File: config.mk
export PLATFORM = sky130hd
export DESIGN_NAME = seq_divider
export DESIGN_NICKNAME = d
export VERILOG_FILES = /design/src/rtl/alu_pkg.sv /design/src/rtl/seq_divider_div_step.sv /design/src/rtl/seq_divider.sv
export SDC_FILE = /design/constraint.sdc
export NUM_CORES = 1
export LEC_CHECK = 0
export ABC_AREA = 1
export BUFFER_PORTS_ARGS = -buffer_cell sky130_fd_sc_hd__clkbuf_2
export CAP_MARGIN = 20
export CORE_MARGIN = 2
export CORE_UTILIZATION = 45
export DETAILED_ROUTE_END_ITERATION = 10
export PLACE_DENSITY = 0.63
export SLEW_MARGIN = 0
export SYNTH_ARGS = -nofsm -noshare
export SYNTH_HDL_FRONTEND = slang
export SYNTH_HIERARCHICAL = 1
export SYNTH_SLANG_ARGS = --single-unit
File: constraint.sdc
create_clock -name clk -period 5.9 [get_ports clk]
set_input_delay 1.475 -clock clk [delete_from_list [all_inputs] [get_ports clk]]
set_output_delay 1.475 -clock clk [all_outputs]
set_load 0.01 [all_outputs]
File: src/rtl/alu_pkg.sv
// Shared execute-stage definitions used by the divider and the MAC-side logic.
package alu_pkg;

  localparam int unsigned DATA_W = 32;

  typedef enum logic [2:0] {
    IDLE = 3'd0,
    PREP = 3'd1,
    ITER = 3'd2,
    FIX  = 3'd3,
    DONE = 3'd4
  } div_state_t;

endpackage

File: src/rtl/seq_divider_div_step.sv
// One radix-2 restoring division step: shift in the next dividend bit, trial-subtract the divisor.
module div_step #(
  parameter int unsigned WIDTH = 32
) (
  input  logic [WIDTH-1:0] i_rem,
  input  logic             i_bit,
  input  logic [WIDTH-1:0] i_divisor,
  output logic [WIDTH-1:0] o_rem,
  output logic             o_q_bit
);

  logic [WIDTH:0] w_shift;
  logic           w_ge;

  // The partial remainder is always below the divisor, so the shifted value fits in WIDTH+1 bits
  // and a non-negative trial difference is equivalent to shift >= divisor.
  assign w_shift = {i_rem, i_bit};
  assign w_ge    = (w_shift >= {1'b0, i_divisor});
  assign o_q_bit = w_ge;
  assign o_rem   = w_ge ? WIDTH'(w_shift - {1'b0, i_divisor}) : w_shift[WIDTH-1:0];

endmodule

File: src/rtl/seq_divider.sv
// Multi-cycle signed/unsigned iterative divider with start/busy handshake and one-cycle done pulse.
module seq_divider
  import alu_pkg::*;
#(
  parameter int unsigned WIDTH = DATA_W
) (
  input  logic             clk,
  input  logic             rst_n,
  input  logic             start,
  input  logic             is_signed,
  input  logic [WIDTH-1:0] dividend,
  input  logic [WIDTH-1:0] divisor,
  output logic             busy,
  output logic             done,
  output logic [WIDTH-1:0] quotient,
  output logic [WIDTH-1:0] remainder,
  output logic             div_by_zero,
  output logic             overflow_flag,
  output logic             zero_flag,
  output logic             negative_flag
);

  localparam int unsigned     CNT_W   = $clog2(WIDTH) + 1;
  localparam logic [WIDTH-1:0] MIN_VAL = {1'b1, {(WIDTH-1){1'b0}}};

  div_state_t       r_state;
  logic [WIDTH-1:0] r_a, r_b, r_dvd, r_dvs, r_rem;
  logic             r_sgn, r_sign_q, r_sign_r;
  logic [CNT_W-1:0] r_cnt;

  logic [WIDTH-1:0] w_rem_nxt, w_q_fix, w_r_fix;
  logic             w_q_bit;

  div_step #(.WIDTH(WIDTH)) u_step (
    .i_rem    (r_rem),
    .i_bit    (r_dvd[WIDTH-1]),
    .i_divisor(r_dvs),
    .o_rem    (w_rem_nxt),
    .o_q_bit  (w_q_bit)
  );

  assign busy    = (r_state != IDLE);
  assign done    = (r_state == DONE);
  assign w_q_fix = r_sign_q ? -r_dvd : r_dvd;
  assign w_r_fix = r_sign_r ? -r_rem : r_rem;

  // r_dvd starts as the dividend magnitude and is shifted out MSB-first while quotient bits enter at the LSB.
  always_ff @(posedge clk or negedge rst_n) begin
    if (!rst_n) begin
      r_state       <= IDLE;
      r_a           <= '0;
      r_b           <= '0;
      r_dvd         <= '0;
      r_dvs         <= '0;
      r_rem         <= '0;
      r_sgn         <= 1'b0;
      r_sign_q      <= 1'b0;
      r_sign_r      <= 1'b0;
      r_cnt         <= '0;
      quotient      <= '0;
      remainder     <= '0;
      div_by_zero   <= 1'b0;
      overflow_flag <= 1'b0;
      zero_flag     <= 1'b0;
      negative_flag <= 1'b0;
    end else begin
      case (r_state)
        IDLE: begin
          if (start) begin
            r_a           <= dividend;
            r_b           <= divisor;
            r_sgn         <= is_signed;
            div_by_zero   <= 1'b0;
            overflow_flag <= 1'b0;
            if (divisor == '0) begin
              quotient      <= '1;
              remainder     <= dividend;
              div_by_zero   <= 1'b1;
              zero_flag     <= 1'b0;
              negative_flag <= 1'b1;
              r_state       <= DONE;
            end else begin
              r_state <= PREP;
            end
          end
        end
        PREP: begin
          r_dvd    <= (r_sgn && r_a[WIDTH-1]) ? -r_a : r_a;
          r_dvs    <= (r_sgn && r_b[WIDTH-1]) ? -r_b : r_b;
          r_sign_q <= r_sgn & (r_a[WIDTH-1] ^ r_b[WIDTH-1]);
          r_sign_r <= r_sgn & r_a[WIDTH-1];
          r_rem    <= '0;
          r_cnt    <= '0;
          r_state  <= ITER;
        end
        ITER: begin
          r_rem <= w_rem_nxt;
          r_dvd <= {r_dvd[WIDTH-2:0], w_q_bit};
          r_cnt <= r_cnt + 1'b1;
          if (r_cnt == CNT_W'(WIDTH - 1)) r_state <= FIX;
        end
        FIX: begin
          quotient      <= w_q_fix;
          remainder     <= w_r_fix;
          zero_flag     <= (w_q_fix == '0);
          negative_flag <= w_q_fix[WIDTH-1];
          overflow_flag <= r_sgn && (r_a == MIN_VAL) && (r_b == '1);
          r_state       <= DONE;
        end
        DONE:    r_state <= IDLE;
        default: r_state <= IDLE;
      endcase
    end
  end

endmodule

=== Word-level counts from Yosys, hierarchy flattened ===
Cells that the tools add are included.

* Bits in registers: 240
* Output and inout bits: 70
* Logic and storage cells: 77

* Add/subtract/negate cells: 6
* Order comparisons: 1
* Equality and inequality tests: 10
* Multiplexer cells: 27
* Bitwise gates (word level): 3
* Reductions and logical operators: 14

{| class="wikitable"
|+ Operators by type and width
! kind !! number
|-
| two-way mux 32 bit || 9
|-
| case mux 32 bit (2 select lines) || 4
|-
| negator 32 bit || 4
|-
| equality test 32 bit (second input constant) || 2
|-
| logical NOT 32 bit || 2
|-
| greater-or-equal comparator 33 x 32 -> 1 bit || 1
|-
| subtractor 32 bit || 1
|-
| case mux 3 bit (4 select lines) || 1
|-
| case mux 6 bit (2 select lines) || 1
|-
| two-way mux 3 bit || 3
|-
| adder 6 x 1 -> 6 bit (second input constant) || 1
|-
| equality test 3 x 2 -> 1 bit (second input constant) || 2
|-
| equality test 6 x 5 -> 1 bit (second input constant) || 1
|-
| two-way mux 1 bit || 6
|-
| != test 2 bit (second input constant) || 3
|-
| case mux 1 bit (2 select lines) || 3
|-
| AND reduction 2 bit || 3
|-
| logical AND 1 bit || 4
|-
| nonzero test 2 bit || 2
|-
| equality test 3 x 1 -> 1 bit (second input constant) || 1
|-
| equality test 3 bit (second input constant) || 1
|-
| logical NOT 3 bit || 1
|-
| AND reduction 3 bit || 1
|-
| nonzero test 3 bit || 1
|-
| other kinds (2) || 3
|}

=== Depth between registers and ports, before layout ===
Gate-level depths: netlist (run 1).

* Word-level depth: 4
* Depth in mapped cells: 18
* Depth with buffers taken out: 16

=== Modules after synthesis ===
The synthesis (run 1) kept the hierarchy.

{| class="wikitable"
|+ Modules (own cells, without submodules)
! module !! times used !! cells an instance !! area each (um^2) !! sequential area each (um^2)
|-
| seq_divider || 1 || 1759 || 13053.8 || 5980.7
|-
| div_step || 1 || 657 || 3199.3 || 0.0
|}

=== Least setup slack after synthesis (run 1) ===
Ideal clock, no wire load.

* Path type: input to register
* From: input port divisor[31]
* To: register remainder[12]
* Library setup time: 0.065 ns
* Arrival time: 2.565 ns
* Required time: 5.835 ns
* Setup slack: 3.270 ns
* Cell stages on the path: 13
* Buffers on the path: 2
* Cells stage by stage: nor2_1 > nand2_1 > nor2_1 > nand2_1 > nor2_1 > nand2_1 > nand2_1 > nand2_2 > inv_2 > buf_6 > buf_4 > o211ai_1 > nand2_1

* Cells in the longest elaborated chain, start to end: 3

{| class="wikitable"
|+ RTL lines
! element !! RTL line !! text
|-
| start, declared || seq_divider.sv:12 || <nowiki>input logic [WIDTH-1:0] divisor,</nowiki>
|-
| logical NOT 32 bit || seq_divider.sv:75 || <nowiki>if (divisor == '0) begin</nowiki>
|-
| != test 2 bit (no line) || - ||
|-
| AND reduction 3 bit (no line) || - ||
|-
| end signal, assigned || seq_divider.sv:77 || <nowiki>remainder <= dividend;</nowiki>
|-
| end signal, assigned || seq_divider.sv:104 || <nowiki>remainder <= w_r_fix;</nowiki>
|-
| end, declared || seq_divider.sv:16 || <nowiki>output logic [WIDTH-1:0] remainder,</nowiki>
|}

No other way between the ends.
A chain may end at the register's enable or synchronous reset.

=== Final worst setup path (run 1) ===
* From: input port divisor[0]
* To: register remainder[13]

The elaborated chain is that of the path after synthesis.

==> results of run 1 <==
==> flip-flops by register name (all words and copies together) (netlist names), 3 cells and up <==
| name | cells |
|---|---|
| r_cnt | 6 |
| r_rem | 32 |
| r_b | 32 |
| quotient | 32 |
| remainder | 32 |
| r_dvd | 32 |
| r_state | 3 |
| r_a | 32 |
| r_dvs | 32 |
==> cells by family (layout without fill, tap and decap cells) <==
group | after synthesis | after routing | synth area share (%)
other cells | 0 | 1 | 0
buf+inv | 405 | 523 | 9.946
simple gates | 1324 | 1324 | 34.42
xor+xnor | 68 | 68 | 3.664
compound gates | 341 | 341 | 12.12
fa+ha+maj | 39 | 39 | 3.049
flops | 239 | 239 | 36.80
==> metal layers <==
| layer | wire (um) | global-route usage, % |
|---|---|---|
| met4 | 2137 | 9.708 |
| met5 | 0 | 0 |
| met1 | 25320 | 42.27 |
| met2 | 24250 | 45.88 |
| met3 | 4268 | 4.175 |
==> worst max-delay path: stages <==
cell	delay, ns
clkbuf_2	0.12
nor2_1	0.09
nand2_1	0.05
nor2_1	0.14
nand2_1	0.13
nor2_1	0.35
nand2_1	0.09
nand2_1	0.08
nand2_2	0.05
buf_4	0.26
inv_2	0.81
o21ai_0	0.23
o21ai_1	0.19
==> cells in the mapped netlist (2+ instances only) <==
| cell | instances | area, um^2 |
|---|---|---|
| nand2_1 | 781 | 2932 |
| inv_1 | 310 | 1164 |
| nor2_1 | 252 | 945.9 |
| dfrtp_1 | 239 | 5981 |
| o21ai_0 | 173 | 865.8 |
| nand3_1 | 163 | 815.8 |
| xor2_1 | 67 | 586.8 |
| a21oi_1 | 63 | 315.3 |
| clkbuf_1 | 42 | 157.7 |
| ha_1 | 38 | 475.5 |
| buf_2 | 31 | 155.2 |
| nor3_1 | 30 | 150.1 |
| nand4_1 | 21 | 131.4 |
| o22a_1 | 19 | 166.4 |
| nand3_2 | 18 | 180.2 |
| o211ai_1 | 16 | 120.1 |
| o21bai_1 | 15 | 112.6 |
| o221ai_1 | 14 | 122.6 |
| o22ai_1 | 14 | 87.58 |
| inv_2 | 10 | 37.54 |
| nand3b_1 | 9 | 67.56 |
| a31oi_1 | 8 | 50.05 |
| and2_1 | 8 | 50.05 |
| nor2_2 | 8 | 50.05 |
| nor4_1 | 8 | 50.05 |
| nor3_2 | 7 | 70.07 |
| o21ai_1 | 7 | 35.03 |
| nand2_2 | 6 | 37.54 |
| o31ai_1 | 5 | 37.54 |
| buf_6 | 4 | 45.04 |
| buf_4 | 3 | 22.52 |
| or2_2 | 3 | 18.77 |
| and3_1 | 2 | 12.51 |
| buf_1 | 2 | 7.510 |
| clkinv_1 | 2 | 7.510 |
| nor2_4 | 2 | 22.52 |
| o21a_1 | 2 | 15.01 |
==> per-stage QoR <==
stage | hold WS, ns | total power, mW | setup slack (ns) | util, %
finish | 0.4798 | 12.25 | 2.260 | 50.94
global route | 0.5172 | 13.32 | 2.023 | 50.93
CTS | 0.4819 | 12.18 | 2.266 | 50.93
detailed placement | 0.4673 | 10.45 | 1.728 | 48.47
global placement | 0.4685 | 10.36 | 1.806 | 48.47
floorplan | 0.4489 | 8.197 | 3.270 | -
==> power breakdown <==
| part | leakage, nW | switching (mW) | internal (mW) |
|---|---|---|---|
| registers | 2.96 | 0.780 | 2.39 |
| clock network | 0.434 | 0.713 | 0.982 |
| logic | 5.88 | 5.10 | 2.29 |
==> worst paths after layout <==
kind	start	to	slack [ns]	cells past startpoint
max	divisor[0]	remainder[13]	2.26	13
min	r_dvs[28]	r_dvs[28]	0.48	2
max reg2reg	r_dvs[7]	r_rem[0]	2.97	15
min reg2reg	r_dvs[28]	r_dvs[28]	0.48	2
max in group asynchronous	rst_n	r_dvs[15]	3.72	2
min in group asynchronous	rst_n	remainder[9]	0.96	1
==> cells in the final DEF, fill, tap and decap left out, types with 3 or more instances in the layout <==
| master | count |
|---|---|
| nand2_1 | 781 |
| clkbuf_1 | 10 |
| dfrtp_1 | 239 |
| nor4_1 | 8 |
| nor2_4 | 3 |
| o31ai_1 | 5 |
| xor2_1 | 67 |
| inv_2 | 10 |
| clkbuf_8 | 3 |
| clkbuf_16 | 29 |
| nor3_2 | 5 |
| nor2_1 | 252 |
| clkbuf_2 | 136 |
| nand2_2 | 6 |
| nand4_1 | 21 |
| buf_4 | 14 |
| inv_1 | 310 |
| clkinv_2 | 6 |
| o21ai_0 | 173 |
| o22a_1 | 19 |
| nor3_1 | 30 |
| nand3b_1 | 9 |
| o22ai_1 | 14 |
| o21ai_1 | 7 |
| or2_2 | 3 |
| a31oi_1 | 8 |
| nand3_2 | 18 |
| o211ai_1 | 16 |
| o221ai_1 | 14 |
| and2_1 | 8 |
| a21oi_1 | 63 |
| nor2_2 | 7 |
| ha_1 | 38 |
| o21bai_1 | 15 |
| nand3_1 | 163 |
==> cell type report <==
cell class	count	area, um^2
Clock buffer	42	804.5
Multi-Input combinational cell	1772	8673
Sequential cell	239	5981
Fill cell	3697	17450
Tap cell	461	576.8
Timing Repair Buffer	151	800.8
Clock inverter	8	71.32
Antenna cell	1	2.502
Inverter	322	1209
==> results.md, run 1 <==
- Final min period: 3.640 ns
- Reg clk slew, reported paths: 0.06 ns
- Vias in the first global route: 15460
- Die height: 194.0 um
- Tightest Pin Transition: 1.061 ns
- Synth async-reset ratio: 100.0%
- Max Root-Sink Buffers: 3
- DRT Pass-1 Iters: 6
- Chip Width: 194.0 um
- Achievable clock frequency: 274.7 MHz
- Pins over their slew limit: 0
- Initial antenna violation count: 1
- Final hold vios: 0
- CTS hold repair buffers: 0
- Vias: 16320
- Layout net count: 2622
- Setup crit start kind: input port
- Synth Instances: 2416
- Antenna Nets Post-Route: 0
- Row Count: 69
- RSZ-0062 raised after global routing: no
- CP Class: input port to flop
- Cells after DPL: 2945
- Final critical-path share of the clock period: 61.69%
- HP Class: flop to flop
- Largest net degree at the start of global routing: 106
- Post-route setup TNS: 0 ns
- Mapped Area: 16250 um^2
- Post-synth EDFFs: 0
- DRT iter0 DRCs: 1431
- Status: finished, final reports clean
- Seq/Total Area, Yosys: 36.80%
- Pwr dens: 676.2 nW/um^2
- Maximum vdd drop: 0.3707 mV
- FF+latch count, synth: 239
- Max-Cap Viols: 0
- Postcts setup bufs: 0
- Yosys cell types: 51
- Core area: 35570 um^2
- Critical Path End Type: flop
- Pleak: 9.279 nW
- GP Congestion: 0.9623
- Via/cell ratio: 5.447
- Critical path arrival: 4.11 ns
- First-pass GRT wire length: 88140 um
- GR Util All Layers: 29.50%
- Post-Syn Nets: 2523
- Initial cell density of the core: 45.69%
- Fin area: 18120 um^2
- IO buf count: 137
- Clock root buffer: clkbuf_16
- Top FF cell, synth: dfrtp_1
- TritonCTS clock tree: yes
- DPL Wire Length: 43090 um
- Post-Route WL: 55980 um
- Highest net fanout along the worst path: 58
- DRC: 0
- Die area: 37650 um^2
- Synth warnings: 6
- CTS sink count: 239
- Non-Filler Instances: 2996
- Worst EP required: 6.37 ns
- Routed len/inst: 18.69 um
- Mapped Avg Cell Area: 6.727 um^2
- H-tree depth: 1
- Worst skew pair latency: 0.55 ns
- Gr ovfl total: 0
- Synthesis-to-layout area growth: 11.48%
- Relative slew slack: 29.27%
- Placed Area: 17240 um^2
- Cts repair resizes: 0
- Layout cells sized above 1: 9.826%
- Clock Skews: 0.01237 ns
- Boundary Pins: 138
- Final setup violation count: 0
- TritonCTS Buffers: 29
Note: power is estimated with default switching activity, not from simulation.
==> inputs of run 2 (changes only) <==
--- a/config.mk
+++ b/config.mk
@@ -5,7 +5,7 @@
 export SDC_FILE = /design/constraint.sdc
 export NUM_CORES = 1
 export LEC_CHECK = 0
-export ABC_AREA = 1
+export ABC_AREA = 0
 export BUFFER_PORTS_ARGS = -buffer_cell sky130_fd_sc_hd__clkbuf_2
 export CAP_MARGIN = 20
 export CORE_MARGIN = 2
==> constraint.sdc (replaced) <==
create_clock -name clk -period 3.65 [get_ports clk]
set_input_delay 0.9125 -clock clk [delete_from_list [all_inputs] [get_ports clk]]
set_output_delay 0.9125 -clock clk [all_outputs]
set_load 0.01 [all_outputs]
==> run 2 against run 1 <==
Total power increased by 49%. Routed wire length fell by 20%. Critical path depth down 4. Worst hold slack worse by 0.10 ns. Largest cell class unchanged. Clock skew about the same. Synthesized cell count fell by 32%. Die area shrank 9.2%. Critical path type is now flop to flop. Via count fell by 21%. Count of clock-buffer cells in the layout down 7. Critical endpoint is now r_rem[3]. Register-to-register slack worse by 2.7 ns.
==> results.md, run 2 <==
- Critical Path Max Stage Delay: 0.71 ns (-0.10 ns)
- Logic pwr share: 55.4% (-4.9 points)
- Die area: 34200 um^2 (-9.2%)
- Layout net count: 1848 (-30%)
- Routed len/inst: 20.22 um (+8.2%)
- Synth async-reset ratio: 100.0% (unchanged)
- Setup crit start kind: flop
- Most frequent cells in the layout: dfrtp_1, nand2_1, o21ai_0
- Synthesis-to-layout area growth: 13.85%
- DPL Wire Length: 32700 um (-24%)
- Worst skew pair latency: 0.53 ns (-0.02 ns)
- CTS sink count: 239 (unchanged)
- GR Util All Layers: 26.04% (-3.5 points)
- DRT Pass-1 Iters: 7 (+1)
- Worst EP required: 4.07 ns (-2.30 ns)
- Post-Route WL: 44520 um (-20%)
- Switch Pwr: 8.419 mW (+28%)
- FF+latch count, synth: 239 (unchanged)
- Util after Layout: 51.81% (+0.87 points)
- Layout cells sized above 1: 17.67% (+7.8 points)
- IO buf count: 137 (unchanged)
- Tightest Pin Transition: 0.9145 ns (-0.1464 ns)
- Gr ovfl total: 0 (unchanged)
- Postcts setup bufs: 0 (unchanged)
- Highest net fanout along the worst path: 40 (-31%)
- Post-route setup TNS: 0 ns (unchanged)
- Chip Width: 184.9 um (-4.7%)
- Reg clk slew, reported paths: 0.06 ns (about the same)
- Final setup violation count: 0 (unchanged)
- Mapped Area: 14730 um^2 (-9.4%)
- Maximum vdd drop: 0.5400 mV (+46%)
- Achievable clock frequency: 294.7 MHz
- CTS hold repair buffers: 0 (unchanged)
- Core area: 32370 um^2 (-9.0%)
- Post-Syn Nets: 1755 (-30%)
- H-tree depth: 1 (unchanged)
- Final min period: 3.393 ns
- Max Root-Sink Buffers: 3 (unchanged)
- Commonest non-fill, non-tap cell in the layout: dfrtp_1
- Sequential power share: 29.7% (+3.8 points)
- Clock root buffer: clkbuf_16
- Synth Instances: 1648 (-32%)
- Area leader, netlist: dfrtp_1
- Proportion of netlist area held by the largest area contributor: 40.60% (+3.8 points)
- DRT iter0 DRCs: 959 (-33%)
- Max-Cap Viols: 0 (unchanged)
- Boundary Pins: 138 (unchanged)
- Diode count: 0 (-1)
- Final critical-path share of the clock period: 92.96%
- Relative slew slack: 38.89% (+9.6 points)
- GP Congestion: 0.9263 (-3.7%)
- Cells after DPL: 2154 (-27%)
- Pleak: 7.266 nW (-22%)
- Antenna Nets Post-Route: 0 (unchanged)
- Status: finished, final reports clean
- Initial cell density of the core: 45.51% (-0.19 points)
- Via/cell ratio: 5.853 (+7.5%)
- HP Class: input port to asynchronous set/reset pin
- Post-synth EDFFs: 0 (unchanged)
- Critical path arrival: 3.81 ns (-0.30 ns)
- Largest net degree at the start of global routing: 91 (-14%)
- Clock Skews: 0.01277 ns (+0.0003996 ns)
- Worst path cell trace: ha_1 -> and4_1 -> o2111ai_1 -> nand3_1 -> a221oi_2 -> o41ai_4 -> buf_12 -> mux2_2 -> a22o_1
- Cts repair resizes: 0 (unchanged)
- Top post-synthesis cells by area: dfrtp_1, o21ai_0, mux2_2
- Synth warnings: 6 (unchanged)
- TritonCTS Buffers: 27 (-6.9%)
- Final hold vios: 0 (unchanged)
- Vias: 12890 (-21%)
- First-pass GRT wire length: 70130 um (-20%)
- Mapped Avg Cell Area: 8.939 um^2 (+33%)
- Initial antenna violation count: 0 (-1)
- Pins over their slew limit: 0 (unchanged)
- Critical Path End Type: flop
- Most numerous cell in the Yosys netlist: dfrtp_1
- Seq/Total Area, Yosys: 40.60% (+3.8 points)
- Switching portion of total power: 46.05% (-7.7 points)
- Pwr dens: 1090 nW/um^2 (+61%)
- Vias in the first global route: 12290 (-20%)
- Die height: 184.9 um (-4.7%)
- TritonCTS clock tree: yes
- Non-Filler Instances: 2202 (-27%)
- CP Class: flop to flop
- Fill cells: 3094 (-16%)
- Top FF cell, synth: dfrtp_1
- Internal power: 9.862 mW (+74%)
- Critical-path top delay cell: o41ai_4
- Part of the power in the clock network: 14.9% (+1.1 points)
- Post-synth top cells: dfrtp_1, nand2_1, o21ai_0, nor2_1, a21oi_1
- RSZ-0062 raised after global routing: no
- Yosys cell types: 79 (+55%)
- DRC: 0 (unchanged)
- Row Count: 66 (-4.3%)
run 2: cells by family after synthesis:
kind of cell | after synthesis | share of synthesized area, %
and+or+nand+nor | 502 | 16.86
DFF | 239 | 40.60
adders and majority gates | 39 | 3.363
muxes | 71 | 5.402
AOI/OAI and AO/OA | 477 | 20.52
xor gates and xnor gates | 140 | 8.323
buffers and inverters | 180 | 4.935
run 2: area by class of cell:
type | instances | area, um^2 | area share, %
tap | 442 | 553.0 | 3.297
sequential | 239 | 5981 | 35.66
clock inverter | 13 | 150.1 | 0.8952
timing repair buffer | 182 | 1084 | 6.460
multi-input combinational | 1229 | 8036 | 47.92
clock buffer | 35 | 735.7 | 4.386
inverter | 62 | 232.7 | 1.388
run 2: metrics by stage:
stage / instance area, um^2 / power (mW) / setup WS, ns / hold WS (ns)
4_1_cts: 16770 / 18.21 / 0.2485 / 0.4146
5_1_grt: 16770 / 19.72 / 0.06785 / 0.4239
3_3_place_gp: 15890 / 15.30 / 0.2996 / 0.4633
6_report: 16770 / 18.28 / 0.2569 / 0.3787
3_5_place_dp: 15890 / 15.39 / 0.2581 / 0.4709
2_1_floorplan: 14730 / 12.38 / 0.7334 / 0.4498
run 2: metal layers:
layer	share of wire, %	global-route usage (%)
met2	45	40.64
met3	5.9	2.989
met5	0	0
met1	47	38.19
met4	2.8	7.302
run 2: critical path, delay by kind of cell, from the launching register on:
kind	cells	cell delay (ns)
simple gates	2	0.51
compound gates	4	1.21
fa+ha+maj	1	0.42
buf+inv	1	0.30
flops	1	0.45
mux	1	0.37
run 2: power by group through the flow:
stage,Sequential (mW),Combinational [mW],Clock (mW)
6_report,5.43,10.1,2.72
5_1_grt,5.61,11.2,2.88
4_1_cts,5.38,10.1,2.78
3_5_place_dp,5.42,9.97,0
3_3_place_gp,5.37,9.93,0
2_1_floorplan,5.03,7.36,0
run 2: path summary, 6_finish.rpt:
kind	startpoint	to	slack [ns]	cells past startpoint
worst max-delay path	r_rem[4]	r_rem[3]	0.26	9
worst min-delay path	rst_n	r_rem[31]	0.38	1
worst max register to register	r_rem[4]	r_rem[3]	0.26	9
worst min register to register	r_dvs[26]	r_dvs[26]	0.48	2
max in group asynchronous	rst_n	r_rem[14]	2.39	2
min in group clk	r_dvs[26]	r_dvs[26]	0.48	2
==> inputs of run 3 (changes only) <==
--- a/config.mk
+++ b/config.mk
@@ -5,12 +5,13 @@
 export SDC_FILE = /design/constraint.sdc
 export NUM_CORES = 1
 export LEC_CHECK = 0
-export ABC_AREA = 0
+export ABC_AREA = 1
 export BUFFER_PORTS_ARGS = -buffer_cell sky130_fd_sc_hd__clkbuf_2
 export CAP_MARGIN = 20
 export CORE_MARGIN = 2
 export CORE_UTILIZATION = 45
 export DETAILED_ROUTE_END_ITERATION = 10
+export GPL_ROUTABILITY_DRIVEN = 0
 export PLACE_DENSITY = 0.63
 export SLEW_MARGIN = 0
 export SYNTH_ARGS = -nofsm -noshare
==> run 3 against run 2 <==
Core utilization decreased by 0.37 points. Combinational power increased by 20%. Maximum frequency increased by 6.7%. Global-route usage increased by 3.4 points. Clock power increased by 7.7%. Worst hold slack got worse by 0.084 ns. Count of clock-buffer cells in the layout increased by 1. Routed wire length increased by 27%. Sequential power decreased by 7.0%. Largest cell class unchanged.
==> results.md, run 3 (synthesis results as in run 1) <==
- Vias: 16520 (+28%)
- Tot Pwr: 20.09 mW (+9.9%)
- Highest net fanout along the worst path: 35 (-13%)
- Relative slew slack: 35.37% (-3.5 points)
- Worst R2R Path Depth: 11 (+2)
- Gr ovfl total: 0 (unchanged)
- Cts repair resizes: 0 (unchanged)
- Largest net degree at the start of global routing: 87 (-4.4%)
- Layout cells sized above 1: 10.35% (-7.3 points)
- Reg clk slew, reported paths: 0.06 ns (about the same)
- RSZ-0062 raised after global routing: no
- Layout net count: 2628 (+42%)
- Final setup violation count: 0 (unchanged)
- Die height: 194.0 um (+4.9%)
- Worst r2r src: r_rem[28]
- CTS hold repair buffers: 0 (unchanged)
- Critical Path End Type: flop
- Final min period: 3.179 ns (-0.2140 ns)
- Commonest non-fill, non-tap cell in the layout: nand2_1
- Antenna Nets Post-Route: 0 (unchanged)
- Tightest Pin Transition: 0.9593 ns (+0.04485 ns)
- Achievable clock frequency: 314.5 MHz (+6.7%)
- Cells after DPL: 2951 (+37%)
- Postcts setup bufs: 0 (unchanged)
- HP Class: input port to asynchronous set/reset pin
- DPL Wire Length: 43190 um (+32%)
- Worst skew pair latency: 0.56 ns (+0.03 ns)
- R2R Path End: r_rem[30]
- Worst EP required: 4.07 ns (about the same)
- Pleak: 9.364 nW (+29%)
- Max-Cap Viols: 0 (unchanged)
- Util after Layout: 51.44% (-0.37 points)
- Worst setup endpoint: r_rem[30]
- CP Class: flop to flop
- IO buf count: 137 (unchanged)
- First-pass GRT wire length: 88350 um (+26%)
- Boundary Pins: 138 (unchanged)
- Most frequent cells in the layout: nand2_1, inv_1, nor2_1
- Status: finished, final reports clean
- Reg2Reg Setup Slack: 0.47 ns (+0.21 ns)
- H-tree depth: 1 (unchanged)
- DRT iter0 DRCs: 1613 (+68%)
- Chip Width: 194.0 um (+4.9%)
- Pwr dens: 1098 nW/um^2 (+0.76%)
- Via/cell ratio: 5.501 (-6.0%)
- GR Util All Layers: 29.49% (+3.4 points)
- Final hold vios: 0 (unchanged)
- Pins over their slew limit: 0 (unchanged)
- Setup crit start kind: flop
- Max Root-Sink Buffers: 3 (unchanged)
- Non-Filler Instances: 3003 (+36%)
- TritonCTS clock tree: yes
- Worst setup path start: r_rem[28]
- Core area: 35570 um^2 (+9.9%)
- Post-route setup TNS: 0 ns (unchanged)
- Initial cell density of the core: 45.69% (+0.19 points)
- TritonCTS Buffers: 29 (+7.4%)
- Row Count: 69 (+4.5%)
- Critical path arrival: 3.60 ns (-0.21 ns)
- Clock root buffer: clkbuf_16
- Final critical-path share of the clock period: 87.10% (-5.9 points)
- Synthesis-to-layout area growth: 12.57%
- Vias in the first global route: 15660 (+27%)
- Initial antenna violation count: 2 (+2)
- Post-Route WL: 56340 um (+27%)
- DRT Pass-1 Iters: 5 (-2)
- Routed len/inst: 18.76 um (-7.2%)
- Clock Skews: 0.01205 ns (-0.0007143 ns)
- Maximum vdd drop: 0.6379 mV (+18%)
- CTS sink count: 239 (unchanged)
- DRC: 0 (unchanged)
- Die area: 37650 um^2 (+10%)
==> run 3: worst min-delay path by stage <==
stage                     startpoint       endpoint  slack, ns  cells past startpoint
after global placement     r_dvs[24]      r_dvs[24]       0.46                      2
after global routing           rst_n  remainder[15]       0.34                      1
after detailed placement   r_dvs[28]      r_dvs[28]       0.47                      2
after floorplan            r_dvs[28]      r_dvs[28]       0.45                      2
after CTS                      rst_n   remainder[9]       0.31                      1
final                          rst_n   remainder[9]       0.29                      1
==> run 3: final cells by class <==
type / instances / area, um^2
antenna: 1 / 2.502
clock buffer: 36 / 792.0
clock inverter: 15 / 166.4
fill: 3641 / 17270
inverter: 322 / 1209
multi-input combinational: 1772 / 8673
sequential: 239 / 5981
tap: 461 / 576.8
timing repair buffer: 157 / 895.9
==> run 3: power by group <==
group	internal, mW	switching [mW]
Sequential	3.87	1.18
Clock	1.74	1.19
Combinational	3.72	8.39
==> run 3: per-layer routing <==
metal  vias to the layer above  global-route usage [%]  routed length, um
met2                       735                   47.40              25160
met1                      7770                   40.32              24420
met3                       115                   4.853               4467
met5                         -                       0                 13
li1                       7897                       -                  -
met4                         2                   10.19               2274
==> run 3: worst max-delay path, cell delays in order (launching register included) <==
cell and delay [ns]:
dfrtp_1 0.43, ha_1 0.39, nand2_1 0.24, nor3_1 0.14
a21oi_1 0.19, nand2_1 0.11, nor2_4 0.72, nand2_8 0.38
nand3_2 0.16, nand2_1 0.08, nand2_1 0.07, o21ai_0 0.11
==> run 3: per-stage QoR <==
| stage | area (um^2) | worst slack, ns | hold WS (ns) |
|---|---|---|---|
| 5_1_grt | 18290 | 0.3071 | 0.3405 |
| 3_5_place_dp | 17340 | 0.5652 | 0.4718 |
| 4_1_cts | 18290 | 0.5661 | 0.3136 |
| 2_1_floorplan | 16250 | 1.582 | 0.4489 |
| 3_3_place_gp | 17340 | 0.5354 | 0.4649 |
| 6_report | 18300 | 0.4708 | 0.2949 |
